--- config.mk ---
export PLATFORM = sky130hd
export DESIGN_NAME = multi_dataflow_engine_ctrl
export DESIGN_NICKNAME = d
export VERILOG_FILES = /design/src/rtl/multi_dataflow_package.sv /design/src/rtl/multi_dataflow_engine_watchdog.sv /design/src/rtl/multi_dataflow_engine_ctrl.sv
export SDC_FILE = /design/constraint.sdc
export NUM_CORES = 1
export LEC_CHECK = 0
export ABC_AREA = 1
export CORE_MARGIN = 2
export CORE_UTILIZATION = 55
export CTS_BUF_LIST = sky130_fd_sc_hd__clkbuf_8 sky130_fd_sc_hd__clkbuf_16
export DETAILED_ROUTE_END_ITERATION = 12
export GPL_TIMING_DRIVEN = 0
export PLACE_DENSITY = 0.8
export SETUP_SLACK_MARGIN = 0.15
export SLEW_MARGIN = 20
export SYNTH_ARGS = -nofsm -noshare
export SYNTH_HDL_FRONTEND = slang
export SYNTH_SLANG_ARGS = --single-unit
--- constraint.sdc ---
create_clock -name clk_i -period 2.3 [get_ports clk_i]
set_input_delay 0.23 -clock clk_i [delete_from_list [all_inputs] [get_ports clk_i]]
set_output_delay 0.23 -clock clk_i [all_outputs]
set_load 0.03 [all_outputs]
--- src/rtl/multi_dataflow_package.sv ---
// Shared types for the multi-dataflow engine: kernel adapter ctrl/flags bundles,
// engine controller state encoding and job status codes.
package multi_dataflow_package;

    typedef struct packed {
        logic start;
    } ctrl_kernel_adapter_t;

    typedef struct packed {
        logic done;
        logic ready;
        logic idle;
    } flags_kernel_adapter_t;

    typedef enum logic [2:0] {
        ENG_IDLE,
        ENG_STREAM_REQ,
        ENG_KSTART,
        ENG_COMPUTE,
        ENG_DRAIN,
        ENG_FINISH
    } engine_ctrl_state_t;

    typedef enum logic [1:0] {
        JOB_OK      = 2'b00,
        JOB_TIMEOUT = 2'b01,
        JOB_ABORT   = 2'b10,
        JOB_OVERRUN = 2'b11
    } job_status_t;

endpackage

--- src/rtl/multi_dataflow_engine_watchdog.sv ---
// Inactivity watchdog: restarts on load_i, advances while en_i, flags expiry on the
// TIMEOUT-th enabled cycle. TIMEOUT=0 removes the counter entirely.
module multi_dataflow_engine_watchdog #(
    parameter int unsigned TO_W    = 16,
    parameter int unsigned TIMEOUT = 4096
) (
    input  logic clk_i,
    input  logic rst_i,
    input  logic load_i,
    input  logic en_i,
    output logic expire_o
);

    if (TIMEOUT == 0) begin : g_bypass
        logic unused_wd;
        assign unused_wd = ^{clk_i, rst_i, load_i, en_i};
        assign expire_o  = 1'b0;
    end else begin : g_count
        localparam logic [TO_W-1:0] LAST = TO_W'(TIMEOUT - 1);
        logic [TO_W-1:0] cnt_q;

        always_ff @(posedge clk_i) begin
            if (rst_i) begin
                cnt_q <= '0;
            end else if (load_i) begin
                cnt_q <= '0;
            end else if (en_i && (cnt_q != LAST)) begin
                cnt_q <= cnt_q + TO_W'(1);
            end
        end

        assign expire_o = en_i && (cnt_q == LAST);
    end

endmodule

--- src/rtl/multi_dataflow_engine_ctrl.sv ---
// Engine-side job controller: triggers streamers, pulses kernel start, counts done
// flags, waits for kernel idle and reports job status with a watchdog and abort.
module multi_dataflow_engine_ctrl
    import multi_dataflow_package::*;
#(
    parameter int unsigned CNT_W   = 16,
    parameter int unsigned TO_W    = 16,
    parameter int unsigned TIMEOUT = 4096
) (
    input  logic                  clk_i,
    input  logic                  rst_i,
    input  logic                  job_start_i,
    input  logic [CNT_W-1:0]      job_len_i,
    input  logic                  job_abort_i,
    output ctrl_kernel_adapter_t  ctrl_o,
    input  flags_kernel_adapter_t flags_i,
    output logic                  in_stream_req_o,
    output logic                  out_stream_req_o,
    output logic                  job_busy_o,
    output logic                  job_done_o,
    output logic [1:0]            job_status_o,
    output logic [CNT_W-1:0]      cnt_out_o
);

    localparam logic [CNT_W-1:0] CNT_ONE = CNT_W'(1);

    engine_ctrl_state_t state_q, state_d;
    logic [CNT_W-1:0]   len_q, len_d;
    logic [CNT_W-1:0]   cnt_q, cnt_d;
    job_status_t        status_q, status_d;
    logic               zero_done_q, zero_done_d;
    logic               wd_load, wd_en, wd_expire;
    logic               unused_ready;

    assign unused_ready = flags_i.ready;

    always_ff @(posedge clk_i) begin
        if (rst_i) begin
            state_q     <= ENG_IDLE;
            len_q       <= '0;
            cnt_q       <= '0;
            status_q    <= JOB_OK;
            zero_done_q <= 1'b0;
        end else begin
            state_q     <= state_d;
            len_q       <= len_d;
            cnt_q       <= cnt_d;
            status_q    <= status_d;
            zero_done_q <= zero_done_d;
        end
    end

    always_comb begin
        state_d     = state_q;
        len_d       = len_q;
        cnt_d       = cnt_q;
        status_d    = status_q;
        zero_done_d = 1'b0;
        wd_load     = 1'b0;
        unique case (state_q)
            ENG_IDLE: begin
                if (job_start_i) begin
                    cnt_d    = '0;
                    status_d = JOB_OK;
                    if (job_len_i != '0) begin
                        len_d   = job_len_i;
                        state_d = ENG_STREAM_REQ;
                    end else begin
                        zero_done_d = 1'b1;
                    end
                end
            end
            ENG_STREAM_REQ: begin
                if (job_abort_i) begin
                    status_d = JOB_ABORT;
                    state_d  = ENG_FINISH;
                end else begin
                    state_d = ENG_KSTART;
                end
            end
            ENG_KSTART: begin
                if (job_abort_i) begin
                    status_d = JOB_ABORT;
                    state_d  = ENG_FINISH;
                end else begin
                    wd_load = 1'b1;
                    state_d = ENG_COMPUTE;
                end
            end
            ENG_COMPUTE: begin
                if (job_abort_i) begin
                    status_d = JOB_ABORT;
                    state_d  = ENG_FINISH;
                end else if (flags_i.done) begin
                    cnt_d   = cnt_q + CNT_ONE;
                    wd_load = 1'b1;
                    if (cnt_q == len_q - CNT_ONE) begin
                        state_d = ENG_DRAIN;
                    end
                end else if (wd_expire) begin
                    status_d = JOB_TIMEOUT;
                    state_d  = ENG_FINISH;
                end
            end
            ENG_DRAIN: begin
                if (job_abort_i) begin
                    status_d = JOB_ABORT;
                    state_d  = ENG_FINISH;
                end else begin
                    // Late done means the kernel produced more than the job asked for.
                    if (flags_i.done) begin
                        cnt_d    = (cnt_q == '1) ? cnt_q : cnt_q + CNT_ONE;
                        status_d = JOB_OVERRUN;
                        wd_load  = 1'b1;
                    end
                    if (flags_i.idle) begin
                        state_d = ENG_FINISH;
                    end else if (!flags_i.done && wd_expire) begin
                        status_d = JOB_TIMEOUT;
                        state_d  = ENG_FINISH;
                    end
                end
            end
            ENG_FINISH: begin
                state_d = ENG_IDLE;
            end
            default: begin
                state_d = ENG_IDLE;
            end
        endcase
    end

    assign wd_en = ((state_q == ENG_COMPUTE) || (state_q == ENG_DRAIN)) && !flags_i.done;

    multi_dataflow_engine_watchdog #(
        .TO_W    (TO_W),
        .TIMEOUT (TIMEOUT)
    ) i_watchdog (
        .clk_i    (clk_i),
        .rst_i    (rst_i),
        .load_i   (wd_load),
        .en_i     (wd_en),
        .expire_o (wd_expire)
    );

    assign ctrl_o.start     = (state_q == ENG_KSTART);
    assign in_stream_req_o  = (state_q == ENG_STREAM_REQ);
    assign out_stream_req_o = (state_q == ENG_STREAM_REQ);
    assign job_busy_o       = (state_q != ENG_IDLE);
    assign job_done_o       = (state_q == ENG_FINISH) || zero_done_q;
    assign job_status_o     = status_q;
    assign cnt_out_o        = cnt_q;

endmodule

==> impl_results.md, run 1 <==
- Largest net degree at the start of global routing: 17
- Worst r2r path cells: 15
- Run status: completed
- Post-Synth Simple-Gate Area: 37.00%
- I/O pin total: 46
- Synth Flop Type: dfxtp_1
- Hold Vio Cnt, Final: 0
- Max FO, Critical Path: 5
- Vias in the first global route: 3123
- Slew @ Worst Pin: 0.5245 ns
- Crit path largest cell delay: 0.36 ns
- Wire length of the first global-routing pass: 13.56 mm
- Count of flip-flops with a built-in enable after synthesis: 0
- Post-synth top cells: nand2_1, nor2_1, inv_1
- Period minus WS final: 2.015 ns
- Critical path arrival: 2.23 ns
- Post-synthesis cell area: 3301 um2
- 1st-iter DRT viols: 232
- Num Clock Sinks: 54
- Routed WL: 8.228 mm
- Post-synth ARST share: 0%
- Leakage: 1.598 nW
- Post-DP Area: 3825 um2
- CP Data Required Time: 2.51 ns
- Initial antenna violation count: 0
- Hold Path Class: primary input to flip-flop
- Clk Latency, worst-skew pair: 0.31 ns
- Design Area, Final: 3953 um2
- # rows: 28
- Maximum vdd drop: 0.0006704 V
- TritonCTS clock tree: built
- Area delta synth->final: 19.75%
- Most common cell in the netlist: nand2_1
- Synth Instances: 522
- Post-synth top area share: 32.75%
- Max-cap viol count: 0
- Max-slew headroom: 65.03%
- Postcts setup bufs: 0
- Synth Warn #: 0
- Antenna Cells: 0
- Final worst-path setup slack: 0.2845 ns
- Final-report max-slew violation count: 0
- Pwr dens: 1028 nW/um2
- Total number of vias: 3454
- Most frequent CP cell: nand2_1
- Syn_nets: 548
- Post-DP HPWL: 6.488 mm
- Clock-pin slew on the worst setup and hold paths: 0.10 ns
- # port buffers: 43
- Synth Area in XOR/XNOR: 4.511%
- CP Launch Point: len_q[0]$_SDFFE_PP0P_
- Area share of fa/ha/maj cells after synthesis: 1.137%
- Dpl cells: 640
- Final setup vio count: 0
- Reg2reg end: state_q[2]$_SDFFE_PP0P_
- Tot GR Track Use: 25.86%
- Max Freq: 496.2 MHz
- Most area-hungry cell type in the Yosys netlist: dfxtp_1
- WHS Endpoint: cnt_out_o[15]$_SDFFE_PP0P_
- Netlist cell types: 37
- Critical path class: flip-flop to flip-flop
- R2r setup slk: 0.28 ns
- Die Y: 81.47 um
- GRT Residual Overflow: 0
- Root buffer selected by CTS: clkbuf_8
- CP Capture Type: flip-flop
- Worst Skew: 0.005510 ns
- GP Congestion: 0.9025
- Residual DRC: 0
- Final worst-path cycle share: 87.63%
- Share of cells above drive strength 1: 7.504%
- Number of fill cells: 537
- Antenna viol nets, final: 0
- Crit-path slowest cell: dfxtp_1
- #FFs+latches synth: 54
- R2R Path Start: len_q[0]$_SDFFE_PP0P_
- Final instance count without filler cells: 648
- H-tree depth: 2
- Syn Area/Cell: 6.323 um2
- Total Negative Setup Slacks: 0 ns
- Post-synthesis mux area share: 0%
- Maximum clock path buffer count: 2
- Hold Path Origin: rst_i
- Die ar.: 6637 um2
- Critical path cell sequence: inv_1 -> ha_2 -> inv_1 -> nand2_1 -> nand2_1 -> nor2_1 -> nand3_1 -> nor2_1 -> nand2_1 -> nor2_1 -> nand4_1 -> nand2_1 -> nand3_1 -> nand2_1 -> nor2_1
- Synth area leaders: dfxtp_1, nand2_1, nor2_1, inv_1, a21oi_1
- TritonRoute pass-1 iters: 5
- Crit start category: flip-flop
- CTS Buf Count: 5
- Main combinational cell family by area after synthesis: simple AND/OR/NAND/NOR gates
- Chip width: 81.47 um
- Initial Utilization: 56.42%
- Wire length per cell: 12.70 um
- Fin util: 67.56%
- Hold Path Cell Cnt: 2
- Post-Place Worst Slack: 0.04053 ns
- RSZ-0062 raised after global routing: yes
- Core region area: 5851 um2
- Final nets: 598
- Register area share after synthesis: 32.75%
- Vias per inst: 5.330
- Compound-cell area share of the yosys netlist: 14.94%
[worst max-delay path by stage]
stage          slack (ns)                      endpoint
4_1_cts              0.15    cnt_out_o[15]$_SDFFE_PP0P_
3_5_place_dp         0.04         len_q[6]$_SDFFE_PP0P_
6_report             0.28       state_q[2]$_SDFFE_PP0P_
3_3_place_gp         0.10        len_q[14]$_SDFFE_PP0P_
5_1_grt              0.15     cnt_out_o[6]$_SDFFE_PP0P_
2_1_floorplan        0.34  job_status_o[0]$_SDFFE_PP0P_
[layout by cell type (no fill, tap or decap), drive strengths merged, types with 2 or more instances in the layout]
cell,count
nor2,82
nand2,121
dfxtp,54
o21a,3
a21oi,41
a31oi,2
nand3b,2
xnor2,11
nor4,6
o21ai,35
ha,3
nor3,16
inv,74
buf,5
xor2,6
a211oi,2
clkbuf,8
o21bai,3
nand4,12
nand3,36
clkdlybuf4s50,43
[flip-flops by register name, summed over array words and instances (netlist names)]
signal                    cells
i_watchdog.g_count.cnt_q     16
job_status_o                  2
len_q                        16
cnt_out_o                    16
state_q                       3
zero_done_q                   1
[cells by family after synthesis]
kind of cell	Yosys count
buffers and inverters	82
XOR/XNOR	17
AO/OA/AOI/OAI	89
AND/OR/NAND/NOR	277
flip-flops	54
adder cells (fa/ha/maj)	3
[layer usage]
metal  global-route usage [%]  up-vias  share of wire (%)
li1                         -     1801                  -
met1                    30.20     1569                 44
met2                    48.44       68                 52
met3                    3.407       16                2.6
met4                    8.305        0                1.7
met5                        0        -                  0
[cell type report]
type                    count  area (um2)  share of cell area [%]
well taps                  75       93.84                   2.374
multi-input cells         386        1916                   48.46
flip-flops and latches     54        1084                   27.41
repair buffers             43       430.4                   10.89
plain buffers               8       40.04                   1.013
clock buffers               5       68.82                   1.741
inverters                  74       279.0                   7.059
clock inverters             3       41.29                   1.045
[worst max-delay path, delay by kind of cell, from the launching register on]
family / cells / cell delay (ns)
adder cells (fa/ha/maj): 1 / 0.34
buffers and inverters: 2 / 0.15
flip-flops: 1 / 0.36
AND/OR/NAND/NOR: 12 / 1.06
[report_power, final]
group	switching [mW]	internal, mW
Sequential	0.173	1.08
Clock	0.320	0.321
Combinational	1.41	0.759
[timing repair]
item / CTS / global route
hold buffers: 0 / 0
gates resized for setup: 0 / 7
endpoints found under the setup margin: 0 / 20
[stage by stage]
| stage | total power, mW | hold WS (ns) |
|---|---|---|
| after CTS | 4.028 | 0.3511 |
| after detailed placement | 3.386 | 0.4728 |
| after global routing | 4.406 | 0.3521 |
| after global placement | 3.317 | 0.4568 |
| after floorplan | 2.843 | 0.3649 |
| final | 4.062 | 0.3432 |
Power figures use the tool's default switching activity.
==> run 2, diff against run 1 <==
Settings changed: ABC_CLOCK_PERIOD_IN_PS set to 2300, GPL_ROUTABILITY_DRIVEN set to 0, SKIP_CTS_REPAIR_TIMING set to 1.
==> results of run 2 <==
No change in the layout: final DEF, timing and power equal those of run 1.
==> run 3, diff against run 2 <==
Settings changed: CORE_UTILIZATION 55 to 64, DONT_BUFFER_PORTS set to 1, PLACE_DENSITY 0.8 to 0.91.
==> run 3 against run 2 <==
Critical endpoint is now cnt_out_o[6]$_SDFFE_PP0P_. Setup slack lost 0.029 ns. Hold slack lost 0.30 ns. Combinational power fell by 5%. First-iteration DRC count rose by 24%. Clock skew increased by 0.00076 ns. Die area shrank 13%. Sequential power grew 3%. Flip-flop and latch count stayed put. Clock-buffer cell count stayed put.
==> impl_results.md, run 3 (synthesis gave the netlist of run 1 again) <==
- Run status: completed
- Post-Place Worst Slack: -0.03343 ns
- Vias per inst: 5.686
- Hold Vio Cnt, Final: 0
- Clk Latency, worst-skew pair: 0.32 ns
- Slew @ Worst Pin: 0.6311 ns
- TritonCTS clock tree: built
- Max-cap viol count: 0
- Clk pwr share: 15.9%
- Commonest non-fill, non-tap cell in the layout: nand2_1
- Wire length per cell: 13.53 um
- H-tree depth: 2
- Final worst-path cycle share: 88.90%
- Initial Utilization: 65.46%
- Hold Path Origin: job_len_i[12]
- Post-DP Area: 3388 um2
- Crit start category: flip-flop
- Worst Skew: 0.006270 ns
- Core region area: 5042 um2
- Vias in the first global route: 3089
- R2R Path Start: state_q[0]$_SDFFE_PP0P_
- Area delta synth->final: 8.036%
- Initial antenna violation count: 0
- Largest net degree at the start of global routing: 16
- Critical path class: flip-flop to flip-flop
- Design Area, Final: 3566 um2
- Post-DP HPWL: 6.212 mm
- Most frequent cells in the layout: nand2_1, nor2_1, inv_1, dfxtp_1, a21oi_1
- # port buffers: 0
- Critical path arrival: 2.30 ns
- Antenna Cells: 0
- Antenna viol nets, final: 0
- CP Data Required Time: 2.56 ns
- Power Internal: 2.064 mW
- TritonRoute pass-1 iters: 8
- Num Clock Sinks: 54
- Total number of vias: 3417
- Pwr dens: 1117 nW/um2
- Die ar.: 5748 um2
- Hold Path Class: primary input to flip-flop
- Number of fill cells: 415
- Final worst-path setup slack: 0.2552 ns
- Leakage: 1.452 nW
- Final setup vio count: 0
- Max-slew headroom: 57.84%
- Wire length of the first global-routing pass: 12.93 mm
- Tot GR Track Use: 29.01%
- I/O pin total: 46
- Root buffer selected by CTS: clkbuf_8
- # rows: 26
- Final nets: 556
- Chip width: 75.82 um
- Combinational share of power: 51.5%
- Period minus WS final: 2.045 ns
- GRT Residual Overflow: 0
- Max Freq: 489.0 MHz
- Die Y: 75.82 um
- CTS Buf Count: 5
- Total Negative Setup Slacks: 0 ns
- CP Launch Point: state_q[0]$_SDFFE_PP0P_
- Maximum clock path buffer count: 2
- CP Capture Type: flip-flop
- Max FO, Critical Path: 6
- Switch Pwr: 1.917 mW
- Clock-pin slew on the worst setup and hold paths: 0.10 ns
- Routed WL: 8.129 mm
- Power share of the sequential group: 32.6%
- Switching portion of total power: 48.15%
- Final-report max-slew violation count: 0
- Residual DRC: 0
- 1st-iter DRT viols: 288
- Share of cells above drive strength 1: 10.55%
- RSZ-0062 raised after global routing: yes
- Maximum vdd drop: 0.0008651 V
run 3: cell types whose count changed in the layout (fill, tap and decap cells not counted), moves of 2 or more:
cell             before  now
dfxtp_4               0    2
dfxtp_2               2    9
clkdlybuf4s50_1      43    0
dfxtp_1              52   43
run 3: power groups by stage:
| stage | registers [mW] | clock network, mW | logic [mW] |
|---|---|---|---|
| finish | 1.30 | 0.635 | 2.05 |
| global placement | 1.30 | 0 | 1.87 |
| global route | 1.31 | 0.669 | 2.31 |
| detailed placement | 1.30 | 0 | 1.93 |
| floorplan | 1.25 | 0 | 1.59 |
| CTS | 1.28 | 0.638 | 1.96 |
run 3: path summary, 6_finish.rpt:
check                                                           endpoint  slack (ns)  cells past startpoint
worst max-delay path                           cnt_out_o[6]$_SDFFE_PP0P_        0.26                     12
worst min-delay path                              len_q[12]$_SDFFE_PP0P_        0.05                      2
worst max register to register                 cnt_out_o[6]$_SDFFE_PP0P_        0.26                     12
worst min register to register  i_watchdog.g_count.cnt_q[2]$_SDFFE_PP0P_        0.48                      1
run 3: area by class of cell:
class	count	area (um2)	area share, %
Multi-Input combinational cell	386	1943	54.49
Sequential cell	54	1100	30.84
Inverter	74	281.5	7.895
Tap cell	70	87.58	2.456
Clock buffer	5	68.82	1.930
Buffer	8	40.04	1.123
Clock inverter	3	37.54	1.053
Timing Repair Buffer	1	7.507	0.2105
run 3: per-layer routing:
metal | vias to the layer above | share of wire [%] | GRT usage [%]
met4 | 0 | 1.2 | 9.552
met5 | - | 0 | 0
met3 | 12 | 6.9 | 7.275
li1 | 1717 | - | -
met1 | 1564 | 41 | 32.87
met2 | 124 | 51 | 52.78
run 3: through the flow:
stage	std cells	util (%)	power (mW)	hold WS [ns]
2_1_floorplan	522	-	2.843	0.3649
3_3_place_gp	592	67.20	3.163	0.3687
3_5_place_dp	592	67.20	3.236	0.3767
4_1_cts	600	69.31	3.874	0.04572
5_1_grt	601	70.72	4.296	0.05910
6_report	601	70.72	3.982	0.04589
run 3: worst max-delay path, cell delays in order (launching register included):
cell	delay (ns)
dfxtp_1	0.38
nor2_2	0.16
nand2_1	0.28
or2_1	0.35
o21ai_1	0.10
inv_2	0.06
o211ai_4	0.13
nor2_2	0.06
inv_2	0.08
nand2_4	0.10
inv_4	0.12
o21ai_1	0.07
a21oi_1	0.11
